File: config.mk
export PLATFORM = sky130hd
export DESIGN_NAME = icache
export DESIGN_NICKNAME = d
export VERILOG_FILES = /design/src/rtl/icache.sv
export SDC_FILE = /design/constraint.sdc
export NUM_CORES = 1
export LEC_CHECK = 0
export ABC_AREA = 1
export ABC_CLOCK_PERIOD_IN_PS = 1230
export BUFFER_PORTS_ARGS = -buffer_cell sky130_fd_sc_hd__clkbuf_2
export CAP_MARGIN = 30
export CELL_PAD_IN_SITES_DETAIL_PLACEMENT = 0
export CELL_PAD_IN_SITES_GLOBAL_PLACEMENT = 1
export CORE_MARGIN = 2
export CORE_UTILIZATION = 28
export CTS_BUF_LIST = sky130_fd_sc_hd__clkbuf_4
export DETAILED_ROUTE_END_ITERATION = 6
export HOLD_SLACK_MARGIN = 0.02
export PLACE_DENSITY = 0.78
export SLEW_MARGIN = 20
export SYNTH_ARGS = -nofsm -noshare
export SYNTH_HDL_FRONTEND = slang
export SYNTH_SLANG_ARGS = --single-unit
File: constraint.sdc
create_clock -name clk_in -period 1.23 [get_ports clk_in]
set_input_delay 0.246 -clock clk_in [delete_from_list [all_inputs] [get_ports clk_in]]
set_output_delay 0.246 -clock clk_in [all_outputs]
set_load 0.005 [all_outputs]
File: src/rtl/icache.sv
// Direct-mapped, one-word-per-line instruction cache in front of the RAM instruction port.
// Define ICACHE_EN to build the tag/data arrays; otherwise every fetch goes to RAM.
module icache #(
   parameter int INDEX_WIDTH = 6
) (
   input  logic        clk_in,
   input  logic        rst_in,
   input  logic        rdy_in,
   input  logic        fetch_en_in,
   input  logic [31:0] fetch_addr_in,
   input  logic        flush_in,
   output logic        fetch_rdy_out,
   output logic [31:0] fetch_inst_out,
   output logic        mem_en_out,
   output logic [31:0] mem_addr_out,
   input  logic        mem_rdy_in,
   input  logic [31:0] mem_inst_in
);

   typedef enum logic [1:0] {IDLE, MISS, DROP} state_e;

   state_e      state_q, state_d;
   logic        rdy_q, rdy_d;
   logic [31:0] inst_q, inst_d;
   logic        en_q, en_d;
   logic [31:0] addr_q, addr_d;
   logic        fill;
   logic        hit;
   logic [31:0] hit_data;
   logic        unused_addr;

   assign unused_addr = ^fetch_addr_in[1:0];

`ifdef ICACHE_EN
   localparam int LINES = 1 << INDEX_WIDTH;
   localparam int TAG_W = 30 - INDEX_WIDTH;

   logic [LINES-1:0]       valid_q;
   logic [TAG_W-1:0]       tag_q [LINES];
   logic [31:0]            data_q [LINES];
   logic [INDEX_WIDTH-1:0] req_idx;
   logic [INDEX_WIDTH-1:0] fill_idx;

   assign req_idx  = fetch_addr_in[INDEX_WIDTH+1:2];
   assign fill_idx = addr_q[INDEX_WIDTH+1:2];
   assign hit      = valid_q[req_idx] &&
                     (tag_q[req_idx] == fetch_addr_in[31:INDEX_WIDTH+2]);
   assign hit_data = data_q[req_idx];

   always_ff @(posedge clk_in) begin
      if (rst_in) begin
         valid_q <= '0;
      end else if (rdy_in && fill) begin
         valid_q[fill_idx] <= 1'b1;
      end
   end

   // Tag/data need no reset: the valid bits gate every use.
   always_ff @(posedge clk_in) begin
      if (!rst_in && rdy_in && fill) begin
         tag_q[fill_idx]  <= addr_q[31:INDEX_WIDTH+2];
         data_q[fill_idx] <= mem_inst_in;
      end
   end
`else
   logic unused_fill;

   assign hit         = 1'b0;
   assign hit_data    = '0;
   assign unused_fill = fill;
`endif

   always_comb begin
      state_d = state_q;
      rdy_d   = 1'b0;
      inst_d  = inst_q;
      en_d    = en_q;
      addr_d  = addr_q;
      fill    = 1'b0;
      unique case (state_q)
         IDLE: begin
            if (!flush_in && fetch_en_in) begin
               if (hit) begin
                  rdy_d  = 1'b1;
                  inst_d = hit_data;
               end else begin
                  addr_d  = {fetch_addr_in[31:2], 2'b00};
                  en_d    = 1'b1;
                  state_d = MISS;
               end
            end
         end
         MISS: begin
            if (mem_rdy_in) begin
               fill    = 1'b1;
               en_d    = 1'b0;
               state_d = IDLE;
               if (!flush_in) begin
                  rdy_d  = 1'b1;
                  inst_d = mem_inst_in;
               end
            end else if (flush_in) begin
               state_d = DROP;
            end
         end
         DROP: begin
            // Let the RAM read finish so the controller is never left mid-transfer.
            if (mem_rdy_in) begin
               fill    = 1'b1;
               en_d    = 1'b0;
               state_d = IDLE;
            end
         end
         default: state_d = IDLE;
      endcase
   end

   always_ff @(posedge clk_in) begin
      if (rst_in) begin
         state_q <= IDLE;
         rdy_q   <= 1'b0;
         inst_q  <= '0;
         en_q    <= 1'b0;
         addr_q  <= '0;
      end else if (rdy_in) begin
         state_q <= state_d;
         rdy_q   <= rdy_d;
         inst_q  <= inst_d;
         en_q    <= en_d;
         addr_q  <= addr_d;
      end
   end

   assign fetch_rdy_out  = rdy_q;
   assign fetch_inst_out = inst_q;
   assign mem_en_out     = en_q;
   assign mem_addr_out   = addr_q;

endmodule

==> impl_results.md, run 1 <==
- GRT Total Usage: 13.4%
- Clock Sinks: 66
- Ys flop type: dfxtp_1
- First-pass GRT wire length: ~10 mm
- Leak: roughly 0.0018 uW
- Slowest cell on crit path: dfxtp_4
- Diodes inserted: 0
- Final instance area: 3720 um^2
- Worst hold path class: primary input to register
- Design Power: ~4500 uW
- Clock Tree Buf Depth: 2
- Number of global-route vias before repair: about 2300
- Critical Path Most Common Cell: inv_4
- Die Y: just under 100 um
- Setup ws final: -0.0365 ns
- Initial antenna violation count: 0
- Detailed-route wire length: between 6 and 7 mm
- Routability cong.: about 0.75
- Fillers: around 930
- P&R area growth vs syn: 51.7%
- IR drop worst, VDD: 0.518 mV
- CTS tree: yes
- Delay of the slowest critical-path stage: approximately 0.38 ns
- Setup TNS: -0.584 ns
- H-tree depth: 3
- Failing checks: setup timing
- Layout Cells excl Fill: ~570
- Largest area contributor in the netlist: dfxtp_1
- FMAX: between 0.7 and 0.8 GHz
- Die X: roughly 98 um
- Die area: approximately 9500 um^2
- Required @ worst endpoint: roughly 1.6 ns
- CP cell instances: inv_4, ha_4, inv_4, nor2_4, buf_12, clkbuf_16, o21ai_1, a21oi_1
- IO Pins: roughly 140
- Placed Cells: between 500 and 600
- Nets: around 530
- Yosys top cell area share: 53.9%
- Layout cell share with drive strength beyond 1: 46.1%
- Clk Latency, worst-skew pair: ~0.4 ns
- Largest net degree at the start of global routing: 33
- Final min period: about 1.3 ns
- Count of unique library cells instantiated by Yosys: 21
- Mean Syn Cell Area: slightly below 8 um^2
- Post-DRT Antenna Nets: 0
- Drt wl/cell: approximately 12 um
- Max-Cap Viols: 0
- Status: complete, but fails checks
- Final Hold Fails: 0
- Slew Limit Fails: 0
- Crit path max fanout: 8
- Critical path launch point type: register
- Synth area leaders: dfxtp_1 54%, nor2_1 19%, o21ai_0 8.8%, o21ai_1 4.1%, ha_1 2.0%
- Async S/R FF share, synth: 0%
- Cells after Synth: between 300 and 400
- Crit Path Class: register to register
- Crit end category: register
- Drc violations: 0
- Post-Syn Area: ~2500 um^2
- Most frequent cell after synthesis: nor2_1
- Vias: roughly 2500
- RSZ-0062 raised after global routing: yes
- Flops & latches, synth: 66
- CTS buffer count: 9
- Crit path DAT: ~1.6 ns
- Placed inst area: 3250 um^2
- CORE AREA: about 8600 um^2
- Setup Skew: 0.0180 ns
- Port Buffer Count: approximately 130
- Register area share after synthesis: a little over half
- 1st-pass router iterations: 4
- Pwr dens: ~1200 nW/um^2
- DR iter-0 viols: 34
- Final setup viols: 29
- Final period util: 103%
- Overflow after GRT: 0
- Post-synth EDFFs: 0
- Starting Density: between 20 and 30%
- Most frequent cells after synthesis: 125 x nor2_1, 66 x dfxtp_1, 43 x o21ai_0, 20 x o21ai_1, 13 x nand2_1
- Via density per instance: 4.43
- Hpwl dp: 4.34 mm
- Synth warn: 0
- Clock transition at path regs: about 0.12 ns
- Root Driver: clkbuf_4
- Site Rows: 34
-- per-layer routing --
layer  wire, um  GRT usage (%)  part of all wire [%]  vias to the layer above
met5          0              0                     0                        -
met4        126           5.88                   1.8                        0
met3        633           4.82                   9.2                       14
met2       3020           20.3                    44                      109
met1       3110           17.1                    45                     1116
li1           -              -                     -                     1280
-- path summary, 6_finish.rpt --
path,cells after the start,slack [ns],end,from
worst min-delay path,3,0.07,mem_addr_out[30]$_SDFFE_PP0P_,fetch_addr_in[30]
worst max register to register,8,-0.04,mem_en_out$_SDFFE_PP0P_,state_q[0]$_SDFFE_PP0P_
worst min register to register,2,0.47,fetch_rdy_out$_SDFFE_PP0P_,fetch_rdy_out$_SDFFE_PP0P_
worst max-delay path,8,-0.04,mem_en_out$_SDFFE_PP0P_,state_q[0]$_SDFFE_PP0P_
-- metrics by stage --
step	setup WS, ns	hold WS [ns]	utilization (%)
2_1_floorplan	0.0400	0.315	-
3_3_place_gp	-0.180	0.453	37.8
3_5_place_dp	-0.250	0.460	37.8
4_1_cts	-0.0524	0.0211	41.0
5_1_grt	-0.137	0.0311	43.3
6_report	-0.0365	0.0672	43.3
-- sequential cells by signal, summed over array words and instances, names as in the netlist --
name,count
mem_en_out,1
state_q,2
fetch_rdy_out,1
mem_addr_out,30
fetch_inst_out,32
-- cells in the final DEF, fill, tap and decap left out, drive strengths merged --
master,instances
inv,10
conb,2
bufinv,2
o21ai,63
buf,16
dfxtp,66
a21oi,4
dlygate4sd3,1
nor2,127
nand3,4
ha,4
clkbuf,144
nand2,13
clkinv,4
-- area by class of cell --
type | count | area, um^2 | share of cell area (%)
multi-input cells | 217 | 1110 | 29.7
clock buffers | 10 | 75.1 | 2.02
repair buffers | 151 | 940 | 25.3
flip-flops and latches | 66 | 1330 | 35.7
inverters | 10 | 55.1 | 1.48
clock inverters | 6 | 81.3 | 2.19
well taps | 108 | 135 | 3.63
-- worst max-delay path, delay by kind of cell (launching register included) --
kind / cells / cell delay (ns)
DFF: 1 / 0.38
AOI/OAI and AO/OA: 2 / 0.17
adders and majority gates: 1 / 0.14
and+or+nand+nor: 1 / 0.12
buffers and inverters: 4 / 0.40
-- cells by family after synthesis --
family | share of synthesized area, %
AO/OA/AOI/OAI | 13.7
adder cells (fa/ha/maj) | 2.04
buffers and inverters | 6.64
flip-flops | 53.9
other | 0.153
AND/OR/NAND/NOR | 23.6
-- where the power goes --
group          leakage (uW)  internal [uW]  switching, uW
registers          0.000537           2210           48.4
logic               0.00115            302            296
clock network     0.0000854            836            775
-- repair_timing --
action	4_1_cts	5_1_grt
endpoints found under the setup margin	65	65
hold buffers	1	0
pin swaps	1	8
cloned	1	3
hold endpoints to repair	2	0
setup buffers	2	4
resized for setup	42	53
(Power assumes the default switching activity.)
==> run 2: changes to the inputs <==
--- a/config.mk
+++ b/config.mk
@@ -11,12 +11,12 @@
 export CAP_MARGIN = 30
 export CELL_PAD_IN_SITES_DETAIL_PLACEMENT = 0
 export CELL_PAD_IN_SITES_GLOBAL_PLACEMENT = 1
-export CORE_MARGIN = 2
 export CORE_UTILIZATION = 28
 export CTS_BUF_LIST = sky130_fd_sc_hd__clkbuf_4
 export DETAILED_ROUTE_END_ITERATION = 6
 export HOLD_SLACK_MARGIN = 0.02
 export PLACE_DENSITY = 0.78
+export SKIP_CTS_REPAIR_TIMING = 1
 export SLEW_MARGIN = 20
 export SYNTH_ARGS = -nofsm -noshare
 export SYNTH_HDL_FRONTEND = slang
==> impl_results.md, run 2 (synthesis gave the netlist of run 1 again) <==
- Clk Latency, worst-skew pair: 0.39 ns
- GRT Total Usage: 13.2%
- CP cell instances: inv_4, ha_4, inv_2, nor2_4, inv_4, clkbuf_16, nor2_1, nor2_1
- Final Hold Fails: 0
- Crit end category: register
- Pwr dens: around 1100 nW/um^2
- Max-Cap Viols: 0
- Commonest non-fill, non-tap cell in the layout: clkbuf_2
- Die area: a little over 9000 um^2
- RSZ-0062 raised after global routing: yes
- Detailed-route wire length: 6.49 mm
- Drc violations: 0
- Area of the multi-input gates: between 1000 and 1500 um^2
- Slowest cell on crit path: dfxtp_4
- Reg area: 1330 um^2
- Leak: roughly 0.0017 uW
- Nets: ~520
- CORE AREA: 8340 um^2
- Failing checks: setup timing
- Required @ worst endpoint: ~1.5 ns
- CP delay by family, top: flip-flops
- Setup Skew: 0.0137 ns
- Worst path bufs/invs: 4
- Switch Pwr: between 1000 and 1500 uW
- Max reg flops: 32
- Comb power frac: 13.3%
- IR drop worst, VDD: approximately 0.44 mV
- Slew Limit Fails: 0
- Critical path launch point type: register
- CTS tree: yes
- Post-DRT Antenna Nets: 0
- Clock transition at path regs: around 0.1 ns
- Crit Path Class: register to register
- Root Driver: clkbuf_4
- Clock Tree Buf Depth: 2
- CTS buffer count: 9
- Setup TNS: -0.126 ns
- Sequential power share: between 50% and 60%
- Clock Sinks: 66
- Final period util: 103%
- Number of global-route vias before repair: between 2000 and 2500
- Die Y: roughly 96 um
- Starting Density: approximately 30%
- FMAX: between 0.7 and 0.8 GHz
- Die X: around 96 um
- Diodes inserted: 0
- Largest net degree at the start of global routing: 33
- DR iter-0 viols: 14
- Vias: 2432
- Most frequent cells in the layout: 131 x clkbuf_2, 96 x nor2_1, 65 x dfxtp_1
- Fillers: between 800 and 900
- H-tree depth: 3
- Overflow after GRT: 0
- Switch share: 25.2%
- Site Rows: 33
- Final min period: between 1 and 1.5 ns
- P&R area growth vs syn: 48.5%
- P_int: approximately 3100 uW
- Status: complete, but fails checks
- Design Power: between 4000 and 5000 uW
- Port Buffer Count: roughly 130
- Setup ws final: -0.0339 ns
- Drt wl/cell: roughly 12 um
- Clock power frac: 32.8%
- 1st-pass router iterations: 4
- Routability cong.: approximately 0.7
- Via density per instance: around 4.4
- First-pass GRT wire length: between 9 and 10 mm
- Layout cell share with drive strength beyond 1: a little under half
- Delay of the slowest critical-path stage: ~0.38 ns
- Crit path max fanout: 8
- IO Pins: about 140
- Worst hold path class: primary input to register
- Initial antenna violation count: 0
- Crit path DAT: 1.55 ns
- Hpwl dp: roughly 4.2 mm
- Final setup viols: 11
## run 2: changes by cell type in the layout (fill, tap and decap cells not counted), moves of 4 or more
cell	before	now
buf_4	9	5
nor2_2	9	17
nand2_1	6	12
nor2_1	116	96
nor2_4	2	14
o21ai_0	5	13
o21ai_2	10	3
## run 2: power groups by stage
stage	clock [uW]	combinational [uW]	sequential, uW
6_report	1370	554	2250
5_1_grt	1520	620	2270
4_1_cts	1440	460	2250
3_5_place_dp	0	457	2300
3_3_place_gp	0	450	2300
2_1_floorplan	0	207	2310
## run 2: final cells by class
type	count	share of cell area, %
clock buffers	11	2.27
clock inverters	4	1.20
inverters	10	1.24
multi-input cells	217	31.6
flip-flops and latches	66	36.4
well taps	105	3.61
repair buffers	144	23.7
## run 2: stage by stage
step	cells	utilization, %	setup slack, ns	hold slack, ns	instance area, um^2
2_1_floorplan	313	-	0.0400	0.315	2450
3_3_place_gp	539	38.9	-0.0856	0.452	3240
3_5_place_dp	539	38.9	-0.126	0.462	3240
4_1_cts	554	40.4	-0.147	0.0162	3370
5_1_grt	557	43.7	-0.102	0.0234	3640
6_report	557	43.7	-0.0339	0.0524	3640
## run 2: metal layers
| metal | global-route usage, % | part of all wire, % | vias to the layer above |
|---|---|---|---|
| met4 | 5.97 | 1.2 | 0 |
| li1 | - | - | 1259 |
| met1 | 15.8 | 45 | 1069 |
| met2 | 20.9 | 44 | 96 |
| met3 | 5.18 | 8.8 | 8 |
| met5 | 0 | 0 | - |
## run 2: worst paths after layout
check,slack [ns],from,end,cells past startpoint
worst min register to register,0.48,fetch_rdy_out$_SDFFE_PP0P_,fetch_rdy_out$_SDFFE_PP0P_,2
worst max-delay path,-0.03,state_q[0]$_SDFFE_PP0P_,mem_addr_out[3]$_SDFFE_PP0P_,8
worst min-delay path,0.05,rst_in,state_q[0]$_SDFFE_PP0P_,2
worst max register to register,-0.03,state_q[0]$_SDFFE_PP0P_,mem_addr_out[3]$_SDFFE_PP0P_,8
==> run 3: changes to the inputs <==
--- a/config.mk
+++ b/config.mk
@@ -11,6 +11,7 @@
 export CAP_MARGIN = 30
 export CELL_PAD_IN_SITES_DETAIL_PLACEMENT = 0
 export CELL_PAD_IN_SITES_GLOBAL_PLACEMENT = 1
+export CORE_ASPECT_RATIO = 0.75
 export CORE_UTILIZATION = 28
 export CTS_BUF_LIST = sky130_fd_sc_hd__clkbuf_4
 export DETAILED_ROUTE_END_ITERATION = 6
==> impl_results.md, run 3 (synthesis gave the netlist of run 1 again) <==
- Status: complete, but fails checks
- Failing checks: setup timing
- Final instance area: roughly 4000 um^2
- Nets: ~540
- Largest net degree at the start of global routing: between 40 and 50
- Drc violations: 0
- Hold Path Origin: fetch_addr_in[24]
- Reg2Reg Depth: 6
- Crit Path Class: register to register
- Post-DRT Antenna Nets: 0
- Final min period: 1.36 ns
- Design Power: roughly 4300 uW
- Root Driver: clkbuf_4
- Hpwl dp: between 4 and 5 mm
- Crit end category: register
- Crit path max fanout: 6
- Reg2reg end: fetch_inst_out[5]$_SDFFE_PP0P_
- Clk Latency, worst-skew pair: approximately 0.40 ns
- Initial antenna violation count: 0
- Hold Path Sink: mem_addr_out[24]$_SDFFE_PP0P_
- IO Pins: ~140
- Most frequent cells in the layout: 131 x clkbuf_2, 102 x nor2_1, 58 x dfxtp_1
- Drt wl/cell: approximately 13 um
- Diodes inserted: 0
- P&R area growth vs syn: 58.9%
- Routability cong.: just over 0.7
- CTS tree: yes
- Routed met1 length: ~3.4 mm
- DR iter-0 viols: between 80 and 90
- Required @ worst endpoint: 1.52 ns
- CTS buffer count: 9
- Setup Skew: 0.00880 ns
- Die Y: approximately 83 um
- GRT Total Usage: approximately 14%
- Setup ws final: -0.128 ns
- Max reg flops: 32
- CORE AREA: 8490 um^2
- Detailed-route wire length: around 7.3 mm
- FMAX: between 0.7 and 0.8 GHz
- Port Buffer Count: ~130
- Uppermost layer routed: met4
- Via density per instance: 4.33
- Worst hold path class: primary input to register
- Starting Density: roughly 29%
- RSZ-0062 raised after global routing: yes
- Hold depth: 3
- 1st-pass router iterations: 4
- Final Hold Fails: 0
- Die area: around 9000 um^2
- Max-Cap Viols: 0
- Number of global-route vias before repair: approximately 2200
- Worst reg2reg startpoint: state_q[0]$_SDFFE_PP0P_
- Clock Tree Buf Depth: 2
- Pwr dens: between 1000 and 1500 nW/um^2
- Layout cell share with drive strength beyond 1: a little under 50%
- Leak: between 0.0015 and 0.002 uW
- IR drop worst, VDD: between 0.4 and 0.5 mV
- DR WL met3: approximately 470 um
- Final setup viols: 55
- Overflow after GRT: 0
- Placed inst area: ~3300 um^2
- Critical path launch point type: register
- Met2 WL: 3.41 mm
- Clock Sinks: 66
- Vias: approximately 2500
- Setup slack, reg-to-reg: -0.13 ns
- Site Rows: 29
- Crit path DAT: roughly 1.7 ns
- Final period util: 110%
- Slew Limit Fails: 0
- Commonest non-fill, non-tap cell in the layout: clkbuf_2
- Die X: 110 um
- Clock transition at path regs: around 0.11 ns
- Fillers: a little under 900
- H-tree depth: 3
- Worst hold margin: between 0.04 and 0.05 ns
- First-pass GRT wire length: between 9 and 10 mm
-- run 3: cell count changes in the layout (fill, tap and decap cells not counted), moves of 2 or more --
cell	delta
nand2_2	+2
dfxtp_2	+8
inv_2	-2
o21ai_0	+22
buf_6	+5
o21ai_1	-23
nor2_2	-5
dfxtp_1	-7
nand2_1	-3
clkbuf_16	+4
nor2_1	+6
-- run 3: area by class of cell --
type                    count  area, um^2  area share (%)
multi-input cells         217        1160            29.8
well taps                 108         135            3.47
flip-flops and latches     66        1330            34.2
repair buffers            157        1070            27.5
clock inverters             4        42.5            1.09
inverters                  10        62.6            1.61
clock buffers              12        90.1            2.31
-- run 3: layer usage --
metal | GRT usage [%] | up-vias
met3 | 5.57 | 9
met4 | 6.06 | 0
met1 | 15.4 | 1109
li1 | - | 1288
met5 | 0 | -
met2 | 23.6 | 80
-- run 3: worst max-delay path: stages, from the launching register on --
cell and delay (ns):
dfxtp_2 0.36, buf_6 0.11, ha_4 0.14, nand3_4 0.17
clkbuf_16 0.23, o21ai_0 0.19, nor2_1 0.06
-- run 3: power breakdown --
group          total, uW  switching [uW]  internal (uW)
Combinational        577             282            295
Sequential          2260            45.3           2220
Clock               1420             743            675
-- run 3: worst max path at each step --
stage	start	end	slack [ns]	depth (start not counted)
final	state_q[0]$_SDFFE_PP0P_	fetch_inst_out[5]$_SDFFE_PP0P_	-0.13	6
after floorplan	state_q[0]$_SDFFE_PP0P_	mem_addr_out[10]$_SDFFE_PP0P_	0.04	7
after detailed placement	state_q[1]$_SDFFE_PP0P_	mem_addr_out[20]$_SDFFE_PP0P_	-0.20	7
after CTS	state_q[1]$_SDFFE_PP0P_	mem_addr_out[3]$_SDFFE_PP0P_	-0.22	7
after global placement	state_q[0]$_SDFFE_PP0P_	mem_addr_out[14]$_SDFFE_PP0P_	-0.13	7
after global routing	state_q[0]$_SDFFE_PP0P_	fetch_inst_out[5]$_SDFFE_PP0P_	-0.18	6
-- run 3: per-stage QoR --
step	utilization [%]	instances	TNS [ns]	setup slack (ns)
4_1_cts	40.2	561	-8.54	-0.220
2_1_floorplan	-	313	0	0.0400
3_3_place_gp	38.7	545	-5.82	-0.133
6_report	45.9	574	-3.32	-0.128
5_1_grt	45.9	574	-7.38	-0.177
3_5_place_dp	38.7	545	-7.55	-0.196
